===== src/rtl/im_port_arbiter_if.sv =====
// Read-port bundle between the fetch stage, the debug readback port,
// the instruction-memory array and the arbiter that shares them.
// The arbiter uses the slave view. The requesters and the IM array use the master view.
interface im_port_arbiter_if #(
  parameter int IDX_W = 10
);
  logic             fetch_req;
  logic [31:0]      fetch_addr;
  logic             fetch_gnt;
  logic             fetch_rvalid;
  logic             dbg_req;
  logic [31:0]      dbg_addr;
  logic             dbg_gnt;
  logic             dbg_rvalid;
  logic [31:0]      rdata;
  logic             rerr;
  logic [IDX_W-1:0] im_index;
  logic [31:0]      im_instr;

  modport slave (
    input  fetch_req, fetch_addr, dbg_req, dbg_addr, im_instr,
    output fetch_gnt, fetch_rvalid, dbg_gnt, dbg_rvalid, rdata, rerr, im_index
  );

  modport master (
    output fetch_req, fetch_addr, dbg_req, dbg_addr, im_instr,
    input  fetch_gnt, fetch_rvalid, dbg_gnt, dbg_rvalid, rdata, rerr, im_index
  );
endinterface


===== src/rtl/im_port_arbiter.sv =====
// Instruction-memory read-port arbiter. Fetch has fixed priority over debug.
// A starvation counter forces a debug grant after STARVE_LIMIT denied cycles.
// The granted byte address is turned into a word index for the IM array.
// The read data or an error flag is registered and returned one cycle later.
// Optional macro IM_ARB_PERF_CNT_EN adds the grant performance counters.
module im_port_arbiter #(
  parameter int          IM_WORDS     = 1024,
  parameter int          IDX_W        = 10,
  parameter logic [31:0] ADDR_BASE    = 32'h0000_3000,
  parameter int          STARVE_LIMIT = 4
) (
  input  logic               clk,
  input  logic               reset_n,
  im_port_arbiter_if.slave   bus
`ifdef IM_ARB_PERF_CNT_EN
  ,
  output logic [31:0]        perf_fetch_cnt,
  output logic [31:0]        perf_dbg_cnt,
  output logic [15:0]        perf_force_cnt
`endif
);

  localparam logic [29:0] WORDS_LIM = 30'(IM_WORDS);
  localparam logic [3:0]  LIMIT     = 4'(STARVE_LIMIT);

  logic        dbg_gnt_next;
  logic        fetch_gnt_next;
  logic [31:0] sel_addr;
  logic [31:0] off;
  logic        misaligned;
  logic        oob;
  logic        acc_err;
  logic        unused_off_lsb;

  logic [3:0]  starve_cnt_reg;
  logic [31:0] rdata_reg;
  logic        rerr_reg;
  logic        fetch_rvalid_reg;
  logic        dbg_rvalid_reg;

  // Grant selection. Grants are held low while reset is asserted.
  // With no grant active, the fetch address drives the decode,
  // so the IM output stays stable for fetch.
  always_comb begin
    dbg_gnt_next   = reset_n & bus.dbg_req & (~bus.fetch_req | (starve_cnt_reg >= LIMIT));
    fetch_gnt_next = reset_n & bus.fetch_req & ~dbg_gnt_next;
    sel_addr       = dbg_gnt_next ? bus.dbg_addr : bus.fetch_addr;
    off            = sel_addr - ADDR_BASE;
    misaligned     = (sel_addr[1:0] != 2'b00);
    oob            = (sel_addr < ADDR_BASE) | (off[31:2] >= WORDS_LIM);
    acc_err        = misaligned | oob;
  end

  // The low offset bits are not used, because alignment is checked on the raw address.
  assign unused_off_lsb = ^off[1:0];

  assign bus.fetch_gnt    = fetch_gnt_next;
  assign bus.dbg_gnt      = dbg_gnt_next;
  assign bus.im_index     = off[IDX_W+1:2];
  assign bus.rdata        = rdata_reg;
  assign bus.rerr         = rerr_reg;
  assign bus.fetch_rvalid = fetch_rvalid_reg;
  assign bus.dbg_rvalid   = dbg_rvalid_reg;

  // Starvation counter. It counts consecutive denied debug cycles and saturates at 15.
  // It clears on a debug grant or when debug stops requesting.
  always_ff @(posedge clk or negedge reset_n) begin
    if (!reset_n) begin
      starve_cnt_reg <= 4'd0;
    end else if (bus.dbg_req && !dbg_gnt_next) begin
      if (starve_cnt_reg != 4'hF) starve_cnt_reg <= starve_cnt_reg + 4'd1;
    end else begin
      starve_cnt_reg <= 4'd0;
    end
  end

  // One-cycle read response for whichever requester was granted.
  // Data and error flag hold their value when no grant is active.
  always_ff @(posedge clk or negedge reset_n) begin
    if (!reset_n) begin
      rdata_reg        <= 32'd0;
      rerr_reg         <= 1'b0;
      fetch_rvalid_reg <= 1'b0;
      dbg_rvalid_reg   <= 1'b0;
    end else begin
      fetch_rvalid_reg <= fetch_gnt_next;
      dbg_rvalid_reg   <= dbg_gnt_next;
      if (fetch_gnt_next || dbg_gnt_next) begin
        rerr_reg  <= acc_err;
        rdata_reg <= acc_err ? 32'd0 : bus.im_instr;
      end
    end
  end

`ifdef IM_ARB_PERF_CNT_EN
  logic [31:0] perf_fetch_cnt_reg;
  logic [31:0] perf_dbg_cnt_reg;
  logic [15:0] perf_force_cnt_reg;

  // Grant statistics. These are free-running wrap-around counters.
  always_ff @(posedge clk or negedge reset_n) begin
    if (!reset_n) begin
      perf_fetch_cnt_reg <= 32'd0;
      perf_dbg_cnt_reg   <= 32'd0;
      perf_force_cnt_reg <= 16'd0;
    end else begin
      if (fetch_gnt_next) perf_fetch_cnt_reg <= perf_fetch_cnt_reg + 32'd1;
      if (dbg_gnt_next)   perf_dbg_cnt_reg   <= perf_dbg_cnt_reg + 32'd1;
      if (dbg_gnt_next && bus.fetch_req) perf_force_cnt_reg <= perf_force_cnt_reg + 16'd1;
    end
  end

  assign perf_fetch_cnt = perf_fetch_cnt_reg;
  assign perf_dbg_cnt   = perf_dbg_cnt_reg;
  assign perf_force_cnt = perf_force_cnt_reg;
`endif

endmodule


===== src/flat_wrapper.sv =====
// flat-port wrapper written by rule: the top's interface ports become plain ports
module im_port_arbiter_flat 
#(
  parameter int          IM_WORDS     = 1024,
  parameter int          IDX_W        = 10,
  parameter logic [31:0] ADDR_BASE    = 32'h0000_3000,
  parameter int          STARVE_LIMIT = 4
)
  (clk, reset_n, bus_fetch_req, bus_fetch_addr, bus_dbg_req, bus_dbg_addr, bus_im_instr, bus_fetch_gnt, bus_fetch_rvalid, bus_dbg_gnt, bus_dbg_rvalid, bus_rdata, bus_rerr, bus_im_index);
  im_port_arbiter_if #(.IDX_W(IDX_W)) bus_i ();
  input  logic clk;
  input  logic reset_n;
  input wire logic [$bits(bus_i.fetch_req)-1:0] bus_fetch_req;
  input wire logic [$bits(bus_i.fetch_addr)-1:0] bus_fetch_addr;
  input wire logic [$bits(bus_i.dbg_req)-1:0] bus_dbg_req;
  input wire logic [$bits(bus_i.dbg_addr)-1:0] bus_dbg_addr;
  input wire logic [$bits(bus_i.im_instr)-1:0] bus_im_instr;
  output wire logic [$bits(bus_i.fetch_gnt)-1:0] bus_fetch_gnt;
  output wire logic [$bits(bus_i.fetch_rvalid)-1:0] bus_fetch_rvalid;
  output wire logic [$bits(bus_i.dbg_gnt)-1:0] bus_dbg_gnt;
  output wire logic [$bits(bus_i.dbg_rvalid)-1:0] bus_dbg_rvalid;
  output wire logic [$bits(bus_i.rdata)-1:0] bus_rdata;
  output wire logic [$bits(bus_i.rerr)-1:0] bus_rerr;
  output wire logic [$bits(bus_i.im_index)-1:0] bus_im_index;
  assign bus_i.fetch_req = bus_fetch_req;
  assign bus_i.fetch_addr = bus_fetch_addr;
  assign bus_i.dbg_req = bus_dbg_req;
  assign bus_i.dbg_addr = bus_dbg_addr;
  assign bus_i.im_instr = bus_im_instr;
  assign bus_fetch_gnt = bus_i.fetch_gnt;
  assign bus_fetch_rvalid = bus_i.fetch_rvalid;
  assign bus_dbg_gnt = bus_i.dbg_gnt;
  assign bus_dbg_rvalid = bus_i.dbg_rvalid;
  assign bus_rdata = bus_i.rdata;
  assign bus_rerr = bus_i.rerr;
  assign bus_im_index = bus_i.im_index;
  im_port_arbiter #(.IM_WORDS(IM_WORDS), .IDX_W(IDX_W), .ADDR_BASE(ADDR_BASE), .STARVE_LIMIT(STARVE_LIMIT)) u_core (.clk(clk), .reset_n(reset_n), .bus(bus_i));
endmodule

===== config.mk =====
export PLATFORM = sky130hd
export DESIGN_NAME = im_port_arbiter_flat
export DESIGN_NICKNAME = d
export VERILOG_FILES = /design/src/rtl/im_port_arbiter_if.sv /design/src/rtl/im_port_arbiter.sv /design/src/flat_wrapper.sv
export SDC_FILE = /design/constraint.sdc
export NUM_CORES = 1
export LEC_CHECK = 0
export BUFFER_PORTS_ARGS = -buffer_cell sky130_fd_sc_hd__buf_2
export CAP_MARGIN = 40
export CORE_MARGIN = 5
export CORE_UTILIZATION = 40
export CTS_BUF_LIST = sky130_fd_sc_hd__clkbuf_16
export CTS_CLUSTER_DIAMETER = 40
export DETAILED_ROUTE_END_ITERATION = 10
export PLACE_DENSITY = 0.76
export SKIP_CTS_REPAIR_TIMING = 1
export SYNTH_ARGS = -nofsm -noshare
export SYNTH_HDL_FRONTEND = slang
export SYNTH_SLANG_ARGS = --single-unit

===== constraint.sdc =====
create_clock -name clk -period 3.5 [get_ports clk]
set_input_delay 0.175 -clock clk [delete_from_list [all_inputs] [get_ports clk]]
set_output_delay 0.175 -clock clk [all_outputs]
set_load 0.1 [all_outputs]

==> results of run 1 <==
## synthesized netlist by cell type (all sizes together)
| library cell | n | share of area [%] |
|---|---|---|
| a211o | 1 | 0.37 |
| a21oi | 5 | 1.2 |
| a31oi | 1 | 0.27 |
| a32oi | 1 | 0.69 |
| and3 | 3 | 0.80 |
| buf | 13 | 3.6 |
| clkbuf | 5 | 0.80 |
| dfrtp | 39 | 42 |
| ha | 1 | 0.53 |
| inv | 4 | 0.64 |
| mux2 | 1 | 0.48 |
| mux2i | 2 | 0.85 |
| nand2 | 69 | 11 |
| nand2b | 1 | 0.27 |
| nand3 | 36 | 7.9 |
| nand4 | 2 | 0.53 |
| nor2 | 7 | 1.1 |
| nor2b | 1 | 0.27 |
| nor3 | 9 | 1.9 |
| nor3b | 2 | 1.1 |
| nor4 | 4 | 2.0 |
| nor4b | 1 | 0.64 |
| o2111a | 1 | 0.48 |
| o2111ai | 1 | 0.37 |
| o21ai | 1 | 0.21 |
| o22ai | 2 | 0.53 |
| o311ai | 1 | 0.69 |
| o31a | 1 | 0.43 |
| o31ai | 32 | 17 |
| or2 | 2 | 0.53 |
| or3 | 1 | 0.27 |
| or4 | 3 | 0.96 |
| xnor2 | 1 | 0.37 |
## per-stage QoR
step	worst slack [ns]	total power [µW]
after floorplan	0.514	636
after global placement	0.833	733
after detailed placement	0.723	737
after CTS	1.01	1160
after global routing	0.273	1210
final	0.549	1150
## metal layers
metal / up-vias / global-route usage [%] / share of wire [%]
met1: 1148 / 22.5 / 39
li1: 1205 / - / -
met2: 111 / 32.4 / 50
met4: 0 / 5.52 / 1.2
met5: - / 0 / 0
met3: 6 / 5.04 / 9.8
## where the power goes
group | switching, µW | internal, µW | total [µW] | leakage, µW
Combinational | 190 | 79.2 | 269 | 0.00109
Sequential | 3.92 | 455 | 459 | 0.000536
Clock | 166 | 257 | 423 | 0.0000762
Total | 359 | 791 | 1150 | 0.00170
## cells by family after synthesis
| kind of cell | Yosys count | share of synthesized area [%] |
|---|---|---|
| simple gates | 141 | 29.3 |
| compound gates | 47 | 21.9 |
| flops | 39 | 41.6 |
| buf+inv | 22 | 5.01 |
| mux | 3 | 1.33 |
| xor+xnor | 1 | 0.373 |
| fa+ha+maj | 1 | 0.533 |
## worst min path at each step
stage	endpoint	slack (ns)	cells after the start
global route	u_core.bus.rdata[21]	0.15	3
floorplan	u_core.bus.dbg_rvalid	-0.12	0
finish	u_core.bus.rdata[24]	0.15	3
global placement	u_core.starve_cnt_reg[3]	0.15	1
detailed placement	u_core.starve_cnt_reg[2]	0.16	1
CTS	u_core.bus.dbg_rvalid	-0.14	1
## cell type report
cell class | instances | area (µm²)
Fill cell | 567 | 2520
Multi-Input combinational cell | 193 | 1280
Sequential cell | 39 | 976
Timing Repair Buffer | 155 | 801
Clock buffer | 5 | 125
Tap cell | 75 | 93.8
Inverter | 4 | 15.0
Clock inverter | 3 | 12.5
## critical path, stage by stage
cell and delay [ns]:
dlygate4sd3_1 0.52, buf_2 0.41, nand2_1 0.22, or2_1 0.28, buf_4 0.20, a32oi_2 0.20, nand3_2 0.40, buf_4 0.40
o31ai_1 0.30
==> flow_metrics.tcl, run 1 <==
set metrics [dict create \
    cts_buffers 5 \
    crit_start "reset_n" \
    vdd_drop_max_mv 0.245 \
    post-route-util_pct 56.7 \
    cts.path.max_buffers 2 \
    firstDrtPassIters 5 \
    finalWirelength_um 6960 \
    rsz0062_at_grt "false" \
    final_cell_mix "buf_2, nand2_1, dfrtp_1" \
    cts_root_buf "clkbuf_16" \
    place_area_um2 3150 \
    drtAntennaViolNets 0 \
    antenna_found_initial 0 \
    p_leak_uw 0.00170 \
    post-place-cells 465 \
    grt_pass1_wl_um 11100 \
    netlist_area_um2 2350 \
    period_minus_slack_ns 2.95 \
    drv_cap 0 \
    grt.overflow.total 0 \
    synth_area_per_cell_um2 9.25 \
    grt_usage_pct 18.6 \
    tritoncts "yes" \
    regToRegEndpoint "u_core.bus.rdata[0]" \
    finalSetupTns_ns 0 \
    worstPathArrival_ns 3.12 \
    final_cell_count_no_fill 474 \
    min-delay-start "bus_im_instr[24]" \
    htreeDepth 2 \
    die_width_um 86.6 \
    nets 499 \
    antenna_cells 0 \
    reg2regPathDepth 7 \
    critPathMaxFanout 20 \
    syn_to_final_growth_pct 40.5 \
    status "finished, final reports clean" \
    gp_congestion 0.786 \
    maxSlewViolCount 0 \
    largest_reg_flops 32 \
    cts.clk_slew.worst_paths_ns 0.06 \
    crit_type "primary input to flop" \
    syn_nets 355 \
    clock_latency_ns 0.28 \
    grt_max_degree 34 \
    whs_ns 0.151 \
    synth_cell_types 41 \
    ys_warn_count 0 \
    reg2reg_from "u_core.starve_cnt_reg[2]" \
    die_h_um 86.6 \
    end_kind "flop" \
    post_drt_wl_per_cell_um 14.7 \
    port_buffers 146 \
    required_ns 3.67 \
    synth-seq-cells 39 \
    finalSetupViolations 0 \
    dp_hpwl_um 5490 \
    first_iter_violations 83 \
    timing.fmax_mhz 339 \
    coreArea_um2 5820 \
    layout.cells.most_common "buf_2" \
    slew_headroom_pct 56.8 \
    viasPerCell 5.21 \
    grt_pass1_vias 2420 \
    netlist_instances 254 \
    drc 0 \
    reg2reg_slack_ns 1.08 \
    die-area_um2 7500 \
    cp-start-kind "primary input" \
    cp-endpoint "u_core.bus.rdata[0]" \
    numClockSinks 39 \
    rows 28 \
    final_area_um2 3300 \
    power.density_nw_per_um2 349 \
    yosysSeqAreaShare_pct 41.6 \
    drive_gt1_share_pct 50.6 \
    start_util_pct 40.4 \
    post-route-period-util_pct 84.3 \
    hp-class "primary input to flop" \
    ios 147 \
    worstMarginPinSlew_ns 0.646 \
    hold_viol_final 0 \
    finalClockSkew_ns 0.00267 \
    vias 2470 \
]
Note: power is estimated with default switching activity, not from simulation.
==> run 2, diff against run 1 <==
--- a/config.mk
+++ b/config.mk
@@ -8,11 +8,11 @@
 export BUFFER_PORTS_ARGS = -buffer_cell sky130_fd_sc_hd__buf_2
 export CAP_MARGIN = 40
 export CORE_MARGIN = 5
-export CORE_UTILIZATION = 40
+export CORE_UTILIZATION = 39
 export CTS_BUF_LIST = sky130_fd_sc_hd__clkbuf_16
 export CTS_CLUSTER_DIAMETER = 40
 export DETAILED_ROUTE_END_ITERATION = 10
-export PLACE_DENSITY = 0.76
+export PLACE_DENSITY = 0.77
 export SKIP_CTS_REPAIR_TIMING = 1
 export SYNTH_ARGS = -nofsm -noshare
 export SYNTH_HDL_FRONTEND = slang
==> constraint.sdc (replaced) <==
create_clock -name clk -period 2.48 [get_ports clk]
set_input_delay 0.124 -clock clk [delete_from_list [all_inputs] [get_ports clk]]
set_output_delay 0.124 -clock clk [all_outputs]
set_load 0.1 [all_outputs]
==> run 2 against run 1 <==
Effect of this change:
- sequential share of layout area shrank 1.9 points
- global-route usage up 0.41 points
- design area increased by 7.0%
- clock skew about the same
- wire length rose by 4.4%
- critical path type is now primary input to output pin
- via count grew 0.89%
- clock power grew 38%
==> flow_metrics.tcl, run 2 (synthesis results as in run 1) <==
set metrics [dict create \
    tritoncts "yes" \
    finalSetupTns_ns 0 \
    cp_common_cell "nand2_1" \
    post-route-util_pct 60.0 \
    ios 147 \
    slowest_stage "dlygate4sd3_1" \
    slew_headroom_pct 43.3 \
    htreeDepth 2 \
    largest_reg_flops 32 \
    antenna_found_initial 0 \
    period_minus_slack_ns 2.33 \
    layout.cells.most_common "buf_2" \
    multi_input_area_um2 1280 \
    slowest_delay_ns 0.52 \
    grt_usage_pct 19.1 \
    cts.clk_slew.worst_paths_ns 0.05 \
    crit_type "primary input to output pin" \
    start_util_pct 39.9 \
    drive_gt1_share_pct 50.9 \
    nets 505 \
    first_iter_violations 62 \
    required_ns 2.36 \
    coreArea_um2 5890 \
    rows 28 \
    grt_pass1_vias 2526 \
    die-area_um2 7670 \
    finalSetupViolations 0 \
    vias 2492 \
    num-fill-cells 537 \
    firstDrtPassIters 4 \
    numClockSinks 39 \
    post-place-cells 470 \
    viasPerCell 5.19 \
    cts.path.max_buffers 2 \
    end_kind "output pin" \
    post-route-period-util_pct 93.9 \
    final_cell_mix "buf_2, nand2_1, dfrtp_1" \
    status "finished, final reports clean" \
    hold_viol_final 0 \
    maxSlewViolCount 0 \
    gp_congestion 0.782 \
    rsz0062_at_grt "false" \
    clock_latency_ns 0.27 \
    finalClockSkew_ns 0.00289 \
    final_cell_count_no_fill 480 \
    worstMarginPinSlew_ns 0.848 \
    power.density_nw_per_um2 474 \
    drv_cap 0 \
    drtAntennaViolNets 0 \
    syn_to_final_growth_pct 50.3 \
    port_buffers 146 \
    die_width_um 87.6 \
    worstPathCellList "dlygate4sd3_1 -> buf_2 -> nand2_1 -> or2_1 -> buf_4 -> inv_1 -> buf_4 -> nand2_1 -> nand2_1 -> buf_12" \
    whs_ns 0.110 \
    antenna_cells 0 \
    power_uw 1670 \
    grt_pass1_wl_um 11700 \
    grt.overflow.total 0 \
    dp_hpwl_um 5900 \
    cp_num_buf_inv 6 \
    p_leak_uw 0.00179 \
    worstPathArrival_ns 2.20 \
    cts_buffers 5 \
    post_drt_wl_per_cell_um 15.1 \
    timing.fmax_mhz 429 \
    cts_root_buf "clkbuf_16" \
    critPathTopFamily "buffers and inverters" \
    seqCellArea_um2 976 \
    hp-class "primary input to flop" \
    die_h_um 87.6 \
    cp-start-kind "primary input" \
    grt_max_degree 34 \
    finalWirelength_um 7260 \
    vdd_drop_max_mv 0.337 \
    critPathMaxFanout 12 \
    drc 0 \
]
## run 2: cell types whose count changed in the layout (fill, tap and decap cells not counted), sizes merged
cell	delta
clkinv	+1
inv	-1
buf	+5
dlygate4sd3	+1
## run 2: report_power, final
part	total (µW)	internal, µW	leakage (µW)	switching (µW)
clock network	582	361	0.0000701	221
logic	443	161	0.00118	281
registers	648	642	0.000536	5.74
## run 2: layout make-up
type,instances,area share (%)
Clock buffer,5,3.54
Tap cell,75,2.66
Clock inverter,3,0.319
Inverter,4,0.425
Multi-Input combinational cell,193,36.1
Sequential cell,39,27.6
Timing Repair Buffer,161,29.3
## run 2: per-layer routing
| layer | share of wire (%) | GRT usage (%) |
|---|---|---|
| met5 | 0 | 0 |
| met4 | 0.48 | 3.91 |
| met3 | 9.6 | 4.42 |
| met2 | 51 | 34.0 |
| met1 | 39 | 23.5 |
## run 2: path summary, 6_finish.rpt
check,cells after the start,end,slack (ns),start
setup / recovery,10,bus_im_index[9],0.15,reset_n
hold / removal,3,u_core.bus.rdata[16],0.11,bus_im_instr[16]
setup reg to reg,8,u_core.bus.rdata[24],0.27,u_core.starve_cnt_reg[2]
hold reg to reg,2,u_core.bus.rdata[2],0.47,u_core.bus.rdata[2]
max in group asynchronous,4,u_core.bus.rdata[3],0.89,reset_n
min in group asynchronous,3,u_core.bus.rdata[7],0.44,reset_n
## run 2: worst min-delay path, cell delays in order
cell and delay, ns:
buf_2 0.09, nand3_1 0.07, o31ai_2 0.05
## run 2: through the flow
step / worst slack [ns] / area, µm²
3_3_place_gp: 0.211 / 3350
5_1_grt: 0.0270 / 3530
4_1_cts: 0.254 / 3510
2_1_floorplan: 0.0736 / 2350
6_report: 0.152 / 3530
3_5_place_dp: 0.268 / 3370
==> run 3, diff against run 2 <==
--- a/config.mk
+++ b/config.mk
@@ -9,7 +9,7 @@
 export CAP_MARGIN = 40
 export CORE_MARGIN = 5
 export CORE_UTILIZATION = 39
-export CTS_BUF_LIST = sky130_fd_sc_hd__clkbuf_16
+export CTS_BUF_LIST = sky130_fd_sc_hd__clkbuf_4 sky130_fd_sc_hd__clkbuf_8 sky130_fd_sc_hd__clkbuf_16
 export CTS_CLUSTER_DIAMETER = 40
 export DETAILED_ROUTE_END_ITERATION = 10
 export PLACE_DENSITY = 0.77
==> run 3 against run 2 <==
Effect of this change:
- clock-buffer cell count rose by 3
- die area did not move
- non-clock buffer count fell by 1
- clock power fell by 18%
==> flow_metrics.tcl, run 3 (synthesis results as in run 1) <==
set metrics [dict create \
    status "finished, final reports clean" \
    numClockSinks 39 \
    end_kind "flop" \
    die_width_um 87.6 \
    drv_cap 0 \
    gp_congestion 0.782 \
    finalSetupViolations 0 \
    worstPathCellList "dlygate4sd3_1 -> buf_2 -> buf_4 -> o21ai_2 -> nor4_1 -> nor4b_2 -> a21oi_4 -> buf_4 -> o31ai_2" \
    coreArea_um2 5890 \
    timing.fmax_mhz 423 \
    finalWirelength_um 7270 \
    port_buffers 146 \
    cp_common_cell "buf_4" \
    hp-class "primary input to flop" \
    post_drt_wl_per_cell_um 15.2 \
    power_uw 1570 \
    htreeDepth 2 \
    antenna_cells 0 \
    cts_root_buf "clkbuf_8" \
    cp-start-kind "primary input" \
    ios 147 \
    grt_pass1_wl_um 11700 \
    rows 28 \
    grt_max_degree 34 \
    worstPathArrival_ns 2.56 \
    grt.overflow.total 0 \
    vdd_drop_max_mv 0.270 \
    first_iter_violations 59 \
    drtAntennaViolNets 0 \
    die-area_um2 7670 \
    crit_type "primary input to flop" \
    post-route-period-util_pct 95.2 \
    required_ns 2.68 \
    finalSetupTns_ns 0 \
    worstMarginPinSlew_ns 0.840 \
    maxSlewViolCount 0 \
    slew_headroom_pct 43.9 \
    finalClockSkew_ns 0.00386 \
    grt_pass1_vias 2530 \
    critPathMaxFanout 17 \
    slowest_stage "dlygate4sd3_1" \
    dp_hpwl_um 5900 \
    whs_ns 0.0860 \
    largest_reg_flops 32 \
    drive_gt1_share_pct 51.7 \
    start_util_pct 39.9 \
    layout.cells.most_common "buf_2" \
    clock_latency_ns 0.29 \
    antenna_found_initial 0 \
    nets 504 \
    hold_viol_final 0 \
    grt_usage_pct 19.4 \
    final_area_um2 3490 \
    cts.path.max_buffers 2 \
    firstDrtPassIters 4 \
    drc 0 \
    power.density_nw_per_um2 449 \
    vias 2488 \
    slowest_delay_ns 0.52 \
    p_leak_uw 0.00177 \
    tritoncts "yes" \
    die_h_um 87.6 \
    final_cell_mix "buf_2, nand2_1, dfrtp_1" \
    viasPerCell 5.19 \
    rsz0062_at_grt "false" \
    cts.clk_slew.worst_paths_ns 0.07 \
    syn_to_final_growth_pct 48.5 \
    cts_buffers 5 \
    period_minus_slack_ns 2.36 \
    place_area_um2 3370 \
]
run 3: cell types whose count changed in the layout (fill, tap and decap cells not counted):
cell / change
clkbuf_16: -5
clkbuf_4: +1
clkbuf_8: +7
clkinv_1: -2
dlygate4sd3_1: -1
inv_1: -1
run 3: final timing paths:
check                                          from                   end  slack [ns]  cells past startpoint
setup reg to reg           u_core.starve_cnt_reg[2]  u_core.bus.rdata[24]        0.27                      8
min in group asynchronous                   reset_n   u_core.bus.rdata[9]        0.37                      3
max in group asynchronous                   reset_n  u_core.bus.rdata[19]        1.84                      3
setup / recovery                            reset_n  u_core.bus.rdata[28]        0.12                      9
hold / removal                     bus_im_instr[16]  u_core.bus.rdata[16]        0.09                      3
hold reg to reg                 u_core.bus.rdata[2]   u_core.bus.rdata[2]        0.48                      2
run 3: cell type report:
| type | count | area, µm² |
|---|---|---|
| Tap cell | 75 | 93.8 |
| Clock buffer | 8 | 104 |
| Multi-Input combinational cell | 193 | 1280 |
| Inverter | 4 | 15.0 |
| Fill cell | 545 | 2400 |
| Timing Repair Buffer | 160 | 1020 |
| Sequential cell | 39 | 976 |
run 3: power by group:
group | leakage (µW) | total [µW] | internal (µW) | switching, µW
Sequential | 0.000536 | 647 | 641 | 5.65
Clock | 0.0000549 | 479 | 265 | 214
Combinational | 0.00118 | 441 | 160 | 281
Total | 0.00177 | 1570 | 1070 | 501
run 3: stage by stage:
step	setup WS, ns	util, %	std cells
CTS	0.229	59.1	478
finish	0.118	59.3	479
global route	0.0220	59.3	479
floorplan	0.0736	-	254
global placement	0.211	56.9	469
detailed placement	0.268	57.3	470
run 3: worst max-delay path: cells and delay by family:
kind	cells	cell delay, ns
AO/OA/AOI/OAI	3	0.52
AND/OR/NAND/NOR	2	0.75
buffers and inverters	4	1.14
run 3: per-layer routing:
layer	track usage (%)	up-vias	wire length [µm]
li1	-	1214	-
met1	23.5	1155	2810
met2	34.2	112	3710
met3	4.99	7	692
met4	5.16	0	57
met5	0	-	0
